<file path="src/rtl/axi4_lite_uart_bridge_master.sv">
`default_nettype none
// +-----------------------------------------------------------------------------+
// | Module  : axi4_lite_uart_bridge_master                                      |
// | Brief   : 8N1 UART command frames in, one AXI4-Lite write/read out, status  |
// |           and read data returned on tx. Optional macro:                     |
// |           UART_BRIDGE_FRAME_TIMEOUT_EN (inter-byte frame timeout).          |
// | Revision: 1.0                                                               |
// +-----------------------------------------------------------------------------+
module axi4_lite_uart_bridge_master #(
   parameter int CLKS_PER_BIT   = 10417,
   parameter int TIMEOUT_CYCLES = 200000
) (
   input  logic        aclk,
   input  logic        areset,
   output logic [31:0] awaddr_out,
   output logic [2:0]  awprot_out,
   output logic        awvalid,
   input  logic        awready,
   output logic [31:0] wdata_out,
   output logic [3:0]  wstrb_out,
   output logic        wvalid,
   input  logic        wready,
   input  logic [1:0]  bresp,
   input  logic        bvalid,
   output logic        bready,
   output logic [31:0] araddr_out,
   output logic [2:0]  arprot_out,
   output logic        arvalid,
   input  logic        arready,
   input  logic [31:0] rdata_in,
   input  logic [1:0]  rresp,
   input  logic        rvalid,
   output logic        rready,
   output logic        tx,
   input  logic        rx
);

   localparam int              CNT_W    = $clog2(CLKS_PER_BIT);
   localparam logic [CNT_W-1:0] BIT_END  = CNT_W'(CLKS_PER_BIT - 1);
   localparam logic [CNT_W-1:0] HALF_BIT = CNT_W'(CLKS_PER_BIT / 2 - 1);
   localparam logic [7:0]       CMD_WR   = 8'h57;
   localparam logic [7:0]       CMD_RD   = 8'h52;

   typedef enum logic [2:0] {
      S_IDLE, S_ADDR, S_DATA, S_AXI_W, S_AXI_B, S_AXI_AR, S_AXI_R, S_RESP
   } state_t;

   state_t            state, state_nxt;
   logic              rx_s1, rx_s2, rx_prev, rx_busy, rx_valid, rx_ferr;
   logic [3:0]        rx_idx;
   logic [CNT_W-1:0]  rx_cnt;
   logic [7:0]        rx_shift;
   logic              tx_busy, tx_ready, tx_load;
   logic [3:0]        tx_idx;
   logic [CNT_W-1:0]  tx_cnt;
   logic [9:0]        tx_shift;
   logic [31:0]       addr, wdata;
   logic [1:0]        byte_cnt;
   logic              is_write, aw_done, w_done, aw_hs, w_hs, frame_timeout;
   logic [39:0]       resp_shift;
   logic [2:0]        resp_left;

   assign awprot_out = 3'b000;
   assign arprot_out = 3'b000;
   assign wstrb_out  = 4'b1111;
   assign awaddr_out = addr;
   assign araddr_out = addr;
   assign wdata_out  = wdata;
   assign awvalid    = (state == S_AXI_W) && !aw_done;
   assign wvalid     = (state == S_AXI_W) && !w_done;
   assign bready     = (state == S_AXI_B);
   assign arvalid    = (state == S_AXI_AR);
   assign rready     = (state == S_AXI_R);
   assign aw_hs      = awvalid && awready;
   assign w_hs       = wvalid && wready;
   assign tx         = tx_shift[0];

   // Receiver: index 0 is the start bit (checked at half bit), 1..8 data, 9 stop.
   always_ff @(posedge aclk) begin
      if (areset) begin
         rx_s1 <= 1'b1; rx_s2 <= 1'b1; rx_prev <= 1'b1;
         rx_busy <= 1'b0; rx_idx <= '0; rx_cnt <= '0; rx_shift <= '0;
         rx_valid <= 1'b0; rx_ferr <= 1'b0;
      end else begin
         rx_s1    <= rx;
         rx_s2    <= rx_s1;
         rx_prev  <= rx_s2;
         rx_valid <= 1'b0;
         rx_ferr  <= 1'b0;
         if (!rx_busy) begin
            if (rx_prev && !rx_s2) begin
               rx_busy <= 1'b1; rx_idx <= '0; rx_cnt <= '0;
            end
         end else if (rx_idx == 4'd0) begin
            if (rx_cnt == HALF_BIT) begin
               rx_cnt <= '0;
               if (rx_s2) rx_busy <= 1'b0;
               else       rx_idx  <= 4'd1;
            end else begin
               rx_cnt <= rx_cnt + CNT_W'(1);
            end
         end else if (rx_cnt == BIT_END) begin
            rx_cnt <= '0;
            if (rx_idx == 4'd9) begin
               rx_busy  <= 1'b0;
               rx_valid <= rx_s2;
               rx_ferr  <= !rx_s2;
            end else begin
               rx_shift <= {rx_s2, rx_shift[7:1]};
               rx_idx   <= rx_idx + 4'd1;
            end
         end else begin
            rx_cnt <= rx_cnt + CNT_W'(1);
         end
      end
   end

   // A new byte may load in the last cycle of a stop bit so bytes go back-to-back.
   assign tx_ready = !tx_busy || (tx_idx == 4'd9 && tx_cnt == BIT_END);

   always_ff @(posedge aclk) begin
      if (areset) begin
         tx_busy <= 1'b0; tx_idx <= '0; tx_cnt <= '0; tx_shift <= '1;
      end else if (tx_load) begin
         tx_shift <= {1'b1, resp_shift[7:0], 1'b0};
         tx_busy  <= 1'b1; tx_idx <= '0; tx_cnt <= '0;
      end else if (tx_busy) begin
         if (tx_cnt == BIT_END) begin
            tx_cnt   <= '0;
            tx_shift <= {1'b1, tx_shift[9:1]};
            if (tx_idx == 4'd9) tx_busy <= 1'b0;
            else                tx_idx  <= tx_idx + 4'd1;
         end else begin
            tx_cnt <= tx_cnt + CNT_W'(1);
         end
      end
   end

`ifdef UART_BRIDGE_FRAME_TIMEOUT_EN
   localparam int TO_W = $clog2(TIMEOUT_CYCLES + 1);
   logic [TO_W-1:0] to_cnt;

   assign frame_timeout = (to_cnt == TO_W'(TIMEOUT_CYCLES));

   always_ff @(posedge aclk) begin
      if (areset) begin
         to_cnt <= '0;
      end else if (!(state == S_ADDR || state == S_DATA) || rx_valid) begin
         to_cnt <= '0;
      end else if (!frame_timeout) begin
         to_cnt <= to_cnt + TO_W'(1);
      end
   end
`else
   assign frame_timeout = 1'b0;
`endif

   always_ff @(posedge aclk) begin
      if (areset) state <= S_IDLE;
      else        state <= state_nxt;
   end

   always_comb begin
      state_nxt = state;
      tx_load   = 1'b0;
      case (state)
         S_IDLE:   if (rx_valid && (rx_byte_is_cmd(rx_shift))) state_nxt = S_ADDR;
         S_ADDR: begin
            if (rx_ferr || frame_timeout)        state_nxt = S_IDLE;
            else if (rx_valid && byte_cnt == 2'd3) state_nxt = is_write ? S_DATA : S_AXI_AR;
         end
         S_DATA: begin
            if (rx_ferr || frame_timeout)        state_nxt = S_IDLE;
            else if (rx_valid && byte_cnt == 2'd3) state_nxt = S_AXI_W;
         end
         S_AXI_W:  if ((aw_done || aw_hs) && (w_done || w_hs)) state_nxt = S_AXI_B;
         S_AXI_B:  if (bvalid)  state_nxt = S_RESP;
         S_AXI_AR: if (arready) state_nxt = S_AXI_R;
         S_AXI_R:  if (rvalid)  state_nxt = S_RESP;
         S_RESP: begin
            if (resp_left != 3'd0) tx_load = tx_ready;
            else if (!tx_busy)     state_nxt = S_IDLE;
         end
         default:  state_nxt = S_IDLE;
      endcase
   end

   function automatic logic rx_byte_is_cmd(input logic [7:0] b);
      return (b == CMD_WR) || (b == CMD_RD);
   endfunction

   always_ff @(posedge aclk) begin
      if (areset) begin
         addr <= '0; wdata <= '0; byte_cnt <= '0; is_write <= 1'b0;
         aw_done <= 1'b0; w_done <= 1'b0; resp_shift <= '0; resp_left <= '0;
      end else begin
         case (state)
            S_IDLE: begin
               byte_cnt <= '0; aw_done <= 1'b0; w_done <= 1'b0;
               if (rx_valid) is_write <= (rx_shift == CMD_WR);
            end
            S_ADDR: if (rx_valid) begin
               addr[{byte_cnt, 3'b000} +: 8] <= rx_shift;
               byte_cnt <= byte_cnt + 2'd1;
            end
            S_DATA: if (rx_valid) begin
               wdata[{byte_cnt, 3'b000} +: 8] <= rx_shift;
               byte_cnt <= byte_cnt + 2'd1;
            end
            S_AXI_W: begin
               if (aw_hs) aw_done <= 1'b1;
               if (w_hs)  w_done  <= 1'b1;
            end
            S_AXI_B: if (bvalid) begin
               resp_shift <= {32'h0, 6'b0, bresp};
               resp_left  <= 3'd1;
            end
            S_AXI_R: if (rvalid) begin
               resp_shift <= {rdata_in, 6'b0, rresp};
               resp_left  <= 3'd5;
            end
            S_RESP: if (tx_load) begin
               resp_shift <= {8'h00, resp_shift[39:8]};
               resp_left  <= resp_left - 3'd1;
            end
            default: ;
         endcase
      end
   end

endmodule
`default_nettype wire

</file>
<file path="config.mk">
export PLATFORM = sky130hd
export DESIGN_NAME = axi4_lite_uart_bridge_master
export DESIGN_NICKNAME = d
export VERILOG_FILES = /design/src/rtl/axi4_lite_uart_bridge_master.sv
export SDC_FILE = /design/constraint.sdc
export NUM_CORES = 1
export LEC_CHECK = 0
export ABC_AREA = 0
export CORE_MARGIN = 4
export CORE_UTILIZATION = 52
export DETAILED_ROUTE_END_ITERATION = 8
export GPL_TIMING_DRIVEN = 0
export PLACE_DENSITY_LB_ADDON = 0.08
export SLEW_MARGIN = 20
export SYNTH_ARGS = -nofsm -noshare
export SYNTH_HDL_FRONTEND = slang
export SYNTH_SLANG_ARGS = --single-unit
</file>
<file path="constraint.sdc">
create_clock -name aclk -period 2.77 [get_ports aclk]
set_input_delay 0.554 -clock aclk [delete_from_list [all_inputs] [get_ports aclk]]
set_output_delay 0.554 -clock aclk [all_outputs]
set_load 0.01 [all_outputs]
</file>
==> run summary, run 1 <==
Final min period - 2.66 ns
Commonest non-fill, non-tap cell in the layout - dfxtp_1
Drt first-iter violations - 734
Post-route DRC - 0
Unrepaired setup endpoints after global routing - yes
FF-to-FF path depth - 8
Met3 WL - 1.37 mm
Post-placement cell count - 1319
Endpoint class of the critical path - output port
Total number of vias - 7580
WL met1 - 9.48 mm
Metal2 WL - 9.77 mm
IO Pins - 156
# Post-CTS Setup Buffers - 0
DP HPWL - 15.1 mm
Share of cells above drive strength 1 - 8.99%
First-pass GRT wire length - 33.9 mm
Async set or reset register ratio after synthesis - 0%
Initial antenna violation count - 0
Vias in the first global route - 6891
Cells after Synth - 979
CP max FO - 19
Outcome - finished clean
Hold_ws - 0.410 ns
Area of the multi-input gates - 3880 µm²
Global route overflow - 0
Ant. Diodes - 0
Clock Sinks - 175
Fin crit share - 96.1%
Fin nets - 1206
Rel. slew slack - 28.8%
Hold WC Path Type - reg -> reg
GRT Total Usage - 23.3%
Final setup vio count - 0
Clock latency on the worst-skew pair - 0.43 ns
H-tree Lvls - 4
Path type of the worst setup path - reg -> out
CTS root buf - clkbuf_16
Starting Density - 52.8%
Most frequent cells in the layout - dfxtp_1, clkdlybuf4s50_1, nand2_1
Post-Route Setup TNS - 0 ns
Startpoint types - register
Crit path to - arvalid
Routed wire length - 21.1 mm
Achievable Freq - 376 MHz
TritonCTS clock tree - built
Layout overhead on the synthesized area - 28.8%
Die Height - 132 µm
Reg clk slew, reported paths - 0.06 ns
P_leak - 3.59 nW
Cell variety after synth - 63
Sequential Area - 3510 µm²
Die Width - 132 µm
VDD IR-drop max - 0.000412 V
Pwr dens - 562 nW/µm²
GP Congestion - 0.849
Clk buf depth - 2
Total die area - 17400 µm²
FF-to-FF End - resp_shift[24]$_SDFFE_PP0P_
# Max-Cap Violations - 0
Vias per Instance - 5.64
Final Non-Filler Cells - 1345
Setup Skew - 0.00613 ns
WP data required - 2.22 ns
Final Hold Vio Count - 0
CP startpoint - state[1]$_SDFFE_PP0P_
Arrival time at the worst endpoint - 2.11 ns
Post-synth top flop - dfxtp_1
# rows - 45
HP Start - rx_s1$_SDFF_PP1_
Max-slew violations - 0
Reg2reg start - tx_cnt[3]$_SDFFE_PP0P_
DR WL/cell - 15.7 µm
Layout Utilization - 68.0%
Top sig layer - met4
FF+latch count, synth - 175
Detail Route Antenna Nets - 0
Mapped Avg Cell Area - 8.17 µm²
Port bufs - 144
Core footprint - 15100 µm²
Largest net degree at the start of global routing - 20
Post-synthesis sequential area ratio - 43.8%
Yosys warns - 0
Tightest Pin Transition - 1.05 ns
Fill count - 1351
Post-Syn Area - 8000 µm²
Worst R2R Setup Slack - 0.11 ns
CTS Buf Count - 17
Pre-Repair DR Iteration Count - 5
Number of synthesized flops with an enable pin - 0
[state kept, by name (all words and copies together) (netlist names), 8 cells and up]
name        count
rx_shift        8
wdata_out      32
resp_shift     40
rx_cnt         14
tx_cnt         14
araddr_out     32
tx_shift        9
[synth_stat cells (5+ instances only)]
library cell	number	share of area [%]
dfxtp_1	175	44
a21oi_1	108	6.8
and3_1	5	0.39
clkbuf_1	62	2.9
nand2b_1	8	0.63
ha_1	17	2.7
buf_4	42	3.9
nor2_1	66	3.1
nand3_1	100	6.3
a31oi_1	21	1.6
a221oi_1	25	2.7
o21ai_0	12	0.75
inv_1	18	0.84
nor3b_1	11	1.0
nor4_1	13	1.0
nand4_1	6	0.47
nor3_1	38	2.4
and2_1	12	0.94
xor2_1	9	0.99
nand2_1	124	5.8
mux2i_1	17	2.1
xnor2_1	11	1.2
buf_2	9	0.56
[area by class of cell]
class                   count  area share, %
well taps                 188           2.28
multi-input cells         680           37.6
inverters                  18          0.656
clock inverters            12           1.32
repair buffers            144           14.0
clock buffers              19           4.39
flip-flops and latches    175           34.0
plain buffers             109           5.72
[per-stage QoR]
step                      area [µm²]  power, W  setup WS, ns
after global placement          9710   0.00344        -0.137
after CTS                      10300   0.00582        0.0212
final                          10300   0.00579         0.108
after detailed placement        9710   0.00345        -0.132
after floorplan                 8030   0.00321         0.430
after global routing           10300   0.00602      -0.00770
[routing by layer]
layer	up-vias	GRT usage, %
li1	3729	-
met3	36	5.08
met4	0	8.58
met5	-	0
met1	3546	30.2
met2	269	38.2
[worst min-delay path by stage]
stage	to	slack, ns	cells after the start
after floorplan	rx_s2$_SDFF_PP1_	0.39	1
after global placement	rx_s2$_SDFF_PP1_	0.41	1
after detailed placement	rx_s2$_SDFF_PP1_	0.40	1
after CTS	rx_s2$_SDFF_PP1_	0.41	1
after global routing	rx_s2$_SDFF_PP1_	0.43	1
final	rx_s2$_SDFF_PP1_	0.41	1
[power breakdown]
part / internal (W) / switching (W) / total (W)
clock: 0.00137 / 0.00101 / 0.00239
combinational: 0.000302 / 0.000418 / 0.000720
sequential: 0.00261 / 0.0000765 / 0.00269
total: 0.00429 / 0.00151 / 0.00579
[what timing repair did]
item                       in CTS  in global routing
hold buffers                    0                  0
resized for setup              11                  4
setup endpoints to repair       5                 18
[critical path: stages (launching register included)]
cell and delay (ns):
dfxtp_2 0.44, clkbuf_2 0.36, inv_1 0.15, and3_1 0.24, clkdlybuf4s50_1 0.49
[cell families (layout without fill, tap and decap cells)]
logic type,count (synthesis),after routing,share of synthesized area [%]
AO/OA/AOI/OAI,200,200,15.4
XOR/XNOR,20,20,2.19
adder cells (fa/ha/maj),17,17,2.66
buffers and inverters,132,302,8.31
flip-flops,175,175,43.8
multiplexers,18,18,2.27
other,2,10,0.0939
AND/OR/NAND/NOR,415,415,25.3
Note: power is estimated with default switching activity, not from simulation.
==> run 2, diff against run 1 <==
--- a/config.mk
+++ b/config.mk
@@ -6,8 +6,10 @@
 export NUM_CORES = 1
 export LEC_CHECK = 0
 export ABC_AREA = 0
-export CORE_MARGIN = 4
-export CORE_UTILIZATION = 52
+export CELL_PAD_IN_SITES_DETAIL_PLACEMENT = 1
+export CELL_PAD_IN_SITES_GLOBAL_PLACEMENT = 1
+export CORE_MARGIN = 1.5
+export CORE_UTILIZATION = 38
 export DETAILED_ROUTE_END_ITERATION = 8
 export GPL_TIMING_DRIVEN = 0
 export PLACE_DENSITY_LB_ADDON = 0.08
==> run summary, run 2 (synthesized netlist as in run 1, its figures left out) <==
Clk buf depth - 2 (unchanged)
Layout Utilization - 51.3% (-17 points)
Setup Skew - 0.0110 ns (+0.00484 ns)
Clock power share - 43.3% (+2.1 points)
Clock latency on the worst-skew pair - 0.43 ns (about the same)
Drt first-iter violations - 313 (-57%)
WP data required - 3.08 ns (+0.86 ns)
Hold WC Path Type - reg -> reg
Max-slew violations - 0 (unchanged)
Crit path largest cell delay - 0.61 ns (+0.12 ns)
Final min period - 2.68 ns (+0.0159 ns)
Number of flip-flops in the largest register - 40 (unchanged)
Commonest non-fill, non-tap cell in the layout - dfxtp_1
Core footprint - 20400 µm² (+35%)
TritonCTS clock tree - built
Share of cells above drive strength 1 - 9.33% (+0.34 points)
Post-route DRC - 0 (unchanged)
Pre-CTS WS - -0.175 ns (-0.0434 ns)
DR WL/cell - 17.0 µm (+8.4%)
Global route overflow - 0 (unchanged)
P_leak - 3.62 nW (+0.75%)
Total die area - 21900 µm² (+26%)
CTS root buf - clkbuf_16
DP Area - 9810 µm² (+1.1%)
Clock Sinks - 175 (unchanged)
Tightest Pin Transition - 0.973 ns (-0.0800 ns)
Net Switching - 0.00161 W (+6.6%)
Most used cell along the critical path - buf_2
Rel. slew slack - 34.3% (+5.4 points)
Arrival time at the worst endpoint - 2.99 ns (+0.88 ns)
Routed wire length - 24.2 mm (+15%)
HP Start - rx_s1$_SDFF_PP1_
Fin crit share - 96.7% (+0.57 points)
Most frequent cells in the layout - dfxtp_1, clkdlybuf4s50_1, nand2_1
Achievable Freq - 373 MHz (-0.59%)
Vias per Instance - 5.31 (-5.8%)
Layout overhead on the synthesized area - 31.0%
Final Hold Vio Count - 0 (unchanged)
Reg clk slew, reported paths - 0.07 ns (about the same)
VDD IR-drop max - 0.000462 V (+12%)
CP max FO - 10 (-9)
IO Pins - 156 (unchanged)
First-pass GRT wire length - 39.4 mm (+16%)
Pre-Repair DR Iteration Count - 5 (unchanged)
Final Cell Area - 10500 µm² (+1.7%)
CP startpoint - tx_cnt[3]$_SDFFE_PP0P_
Tot Pwr - 0.00606 W (+4.6%)
GP Congestion - 0.819 (-3.4%)
H-tree Lvls - 4 (unchanged)
Outcome - finished clean
Port bufs - 144 (unchanged)
Ant. Diodes - 0 (unchanged)
CP max stage cell - or4b_1
Final WS setup - 0.0925 ns (-0.0159 ns)
Fin nets - 1206 (unchanged)
Reg2reg start - tx_cnt[3]$_SDFFE_PP0P_
Pwr dens - 578 nW/µm² (+2.8%)
CTS Buf Count - 17 (unchanged)
Int Power - 0.00445 W (+3.9%)
Detail Route Antenna Nets - 0 (unchanged)
Reg power frac - 44.4% (-2.0 points)
CP Cell Sequence - or4b_1 -> or4_1 -> buf_2 -> o21a_1 -> buf_2 -> buf_2 -> a221oi_1 -> nor3_1
Endpoint class of the critical path - register
Initial antenna violation count - 0 (unchanged)
DP HPWL - 17.5 mm (+16%)
Starting Density - 39.2% (-14 points)
Die Width - 148 µm (+12%)
Largest net degree at the start of global routing - 17 (-15%)
Total number of vias - 7578 (-0.026%)
Combinational share of power - 12.3% (about the same)
Final setup vio count - 0 (unchanged)
Vias in the first global route - 7531 (+9.3%)
Unrepaired setup endpoints after global routing - yes
# rows - 52 (+16%)
Die Height - 148 µm (+12%)
Hold-fix buffers, CTS - 0 (unchanged)
Startpoint types - register
GRT Total Usage - 22.4% (-0.91 points)
Biggest register - resp_shift
Switching part of the total - 26.5% (+0.51 points)
# Max-Cap Violations - 0 (unchanged)
Path type of the worst setup path - reg -> reg
## run 2: cell types whose count changed in the layout (fill, tap and decap cells not counted), sizes merged
cell / change
clkinv: -3
inv: +3
bufinv: +2
clkbuf: -1
## run 2: path summary, 6_finish.rpt
path	to	slack (ns)	cells past startpoint
setup / recovery	resp_shift[22]$_SDFFE_PP0P_	0.09	8
hold / removal	rx_s2$_SDFF_PP1_	0.42	1
setup reg to reg	resp_shift[22]$_SDFFE_PP0P_	0.09	8
hold reg to reg	rx_s2$_SDFF_PP1_	0.42	1
## run 2: final cells by class
class	count	area (µm²)
Fill cell	2475	9950
Clock inverter	14	206
Tap cell	270	338
Multi-Input combinational cell	680	3890
Inverter	18	67.6
Buffer	109	596
Clock buffer	18	429
Timing Repair Buffer	144	1440
Sequential cell	175	3510
## run 2: through the flow
stage / setup TNS [ns] / instances / hold slack, ns
finish: 0 / 1428 / 0.418
global route: -0.426 / 1428 / 0.450
CTS: 0 / 1430 / 0.426
detailed placement: -0.552 / 1401 / 0.410
global placement: -0.646 / 1401 / 0.414
floorplan: 0 / 987 / 0.389
## run 2: power groups by stage
stage	sequential (W)	clock, W	combinational, W
5_1_grt	0.00270	0.00277	0.000822
6_report	0.00269	0.00262	0.000745
2_1_floorplan	0.00270	0	0.000513
3_3_place_gp	0.00271	0	0.000752
4_1_cts	0.00269	0.00266	0.000753
3_5_place_dp	0.00271	0	0.000761
## run 2: what timing repair did
item | CTS | global route
buffers inserted | 0 | 0
setup endpoints to repair | 17 | 36
resized for setup | 16 | 6
## run 2: critical path: cells and delay by family, from the launching register on
family,cells,cell delay (ns)
buffers and inverters,3,0.52
flip-flops,1,0.36
AO/OA/AOI/OAI,2,0.49
AND/OR/NAND/NOR,3,1.17
## run 2: routing by layer
metal / vias up / routed length, µm / GRT usage, %
met5: - / 0 / 0
met4: 0 / 382 / 6.19
met1: 3640 / 11500 / 29.5
li1: 3743 / - / -
met2: 167 / 11400 / 37.8
met3: 28 / 928 / 3.87
==> run 3, diff against run 2 <==
--- a/config.mk
+++ b/config.mk
@@ -12,8 +12,9 @@
 export CORE_UTILIZATION = 38
 export DETAILED_ROUTE_END_ITERATION = 8
 export GPL_TIMING_DRIVEN = 0
-export PLACE_DENSITY_LB_ADDON = 0.08
+export PLACE_DENSITY = 0.81
 export SLEW_MARGIN = 20
 export SYNTH_ARGS = -nofsm -noshare
 export SYNTH_HDL_FRONTEND = slang
 export SYNTH_SLANG_ARGS = --single-unit
+export TNS_END_PERCENT = 30
==> run summary, run 3 (synthesized netlist as in run 1, its figures left out) <==
# Post-CTS Setup Buffers - 0 (unchanged)
Post-route DRC - 0 (unchanged)
VDD IR-drop max - 0.000446 V (-3.6%)
Routed wire length - 25.0 mm (+3.1%)
Path type of the worst setup path - reg -> reg
Total number of vias - 7737 (+2.1%)
Endpoint class of the critical path - register
TritonCTS clock tree - built
Layout Utilization - 51.2% (-0.067 points)
Tightest Pin Transition - 0.975 ns (+0.00275 ns)
Fin nets - 1206 (unchanged)
Detail Route Antenna Nets - 0 (unchanged)
Hold_ws - 0.413 ns (-0.00538 ns)
Clock latency on the worst-skew pair - 0.44 ns (about the same)
Post-placement cell count - 1401 (unchanged)
Pwr dens - 564 nW/µm² (-2.5%)
WP data required - 3.08 ns (about the same)
Startpoint types - register
Most frequent cells in the layout - dfxtp_1, clkdlybuf4s50_1, nand2_1
WP buf/inv - 3 (unchanged)
Clock Sinks - 175 (unchanged)
Vias in the first global route - 7793 (+3.5%)
Core footprint - 20400 µm² (unchanged)
CP max stage cell - or4b_1
Initial antenna violation count - 0 (unchanged)
H-tree Lvls - 4 (unchanged)
Fin crit share - 98.8% (+2.2 points)
Final min period - 2.74 ns (+0.0599 ns)
Pre-Repair DR Iteration Count - 4 (-1)
Cell count along the critical path - 8 (unchanged)
# Max-Cap Violations - 0 (unchanged)
Biggest register - resp_shift
CP max FO - 10 (unchanged)
First-pass GRT wire length - 40.6 mm (+3.0%)
Reg clk slew, reported paths - 0.07 ns (about the same)
Final Non-Filler Cells - 1427 (-0.070%)
# rows - 52 (unchanged)
Die Height - 148 µm (unchanged)
Total die area - 21900 µm² (unchanged)
Post-Route Setup TNS - 0 ns (unchanged)
DR WL/cell - 17.5 µm (+3.2%)
GP Congestion - 0.838 (+2.3%)
Share of cells above drive strength 1 - 9.59% (+0.27 points)
Largest net degree at the start of global routing - 17 (unchanged)
Die Width - 148 µm (unchanged)
GRT Total Usage - 23.0% (+0.67 points)
Crit path largest cell delay - 0.61 ns (about the same)
Global route overflow - 0 (unchanged)
Starting Density - 39.2% (unchanged)
FF-to-FF path depth - 8 (unchanged)
Most used cell along the critical path - buf_2
Clk buf depth - 2 (unchanged)
CTS Buf Count - 17 (unchanged)
Ant. Diodes - 0 (unchanged)
CTS root buf - clkbuf_16
Rel. slew slack - 34.1% (-0.19 points)
IO Pins - 156 (unchanged)
Port bufs - 144 (unchanged)
Max-slew violations - 0 (unchanged)
Achievable Freq - 365 MHz (-2.2%)
Number of flip-flops in the largest register - 40 (unchanged)
Final Hold Vio Count - 0 (unchanged)
Worst path top cell family by delay - simple AND/OR/NAND/NOR gates
Hold WC Path Type - reg -> reg
Vias per Instance - 5.42 (+2.2%)
Setup Skew - 0.0119 ns (+0.000940 ns)
Unrepaired setup endpoints after global routing - yes
Layout overhead on the synthesized area - 30.8%
Worst hold stages - 1 (unchanged)
CP Cell Sequence - or4b_1 -> or4_1 -> buf_2 -> o21a_1 -> buf_2 -> buf_2 -> a221oi_1 -> nor3_1
Drt first-iter violations - 345 (+10%)
Arrival time at the worst endpoint - 3.04 ns (+0.05 ns)
Commonest non-fill, non-tap cell in the layout - dfxtp_1
P_leak - 3.62 nW (+0.14%)
Final setup vio count - 0 (unchanged)
Outcome - finished clean
DP HPWL - 17.6 mm (+0.57%)
## run 3: cell count changes in the layout (fill, tap and decap cells not counted), sizes merged
cell,previous run,this run
bufinv,4,2
inv,22,21
clkbuf,75,77
## run 3: worst paths after layout
path | startpoint | end | slack, ns
hold reg to reg | rx_s1$_SDFF_PP1_ | rx_s2$_SDFF_PP1_ | 0.41
hold / removal | rx_s1$_SDFF_PP1_ | rx_s2$_SDFF_PP1_ | 0.41
setup / recovery | tx_cnt[3]$_SDFFE_PP0P_ | resp_shift[16]$_SDFFE_PP0P_ | 0.03
setup reg to reg | tx_cnt[3]$_SDFFE_PP0P_ | resp_shift[16]$_SDFFE_PP0P_ | 0.03
## run 3: area by class of cell
class	count	area, µm²
fill	2480	9960
multi-input combinational	680	3920
sequential	175	3510
timing repair buffer	144	1440
buffer	109	598
clock buffer	20	457
tap	270	338
clock inverter	11	131
inverter	18	67.6
## run 3: repair_timing
item	4_1_cts	5_1_grt
endpoints found under the setup margin	22	50
resized for setup	15	14
hold buffers	0	0
cloned	0	0
pin swaps	0	0
## run 3: power breakdown
part           internal [W]  switching [W]
Combinational      0.000317       0.000454
Sequential          0.00261      0.0000790
Clock               0.00138        0.00106
## run 3: per-layer routing
| layer | wire length (µm) | part of all wire (%) | global-route usage (%) |
|---|---|---|---|
| met3 | 1030 | 4.1 | 3.68 |
| met5 | 0 | 0 | 0 |
| met2 | 12300 | 49 | 39.9 |
| met4 | 501 | 2.0 | 7.67 |
| met1 | 11200 | 45 | 29.2 |
## run 3: metrics by stage
step                      instance area [µm²]  setup slack [ns]  power (W)
final                                   10500            0.0325    0.00590
after global routing                    10500           -0.0201    0.00612
after CTS                               10400           0.00241    0.00591
after detailed placement                 9810            -0.152    0.00348
after global placement                   9810            -0.144    0.00346
after floorplan                          8030             0.430    0.00321
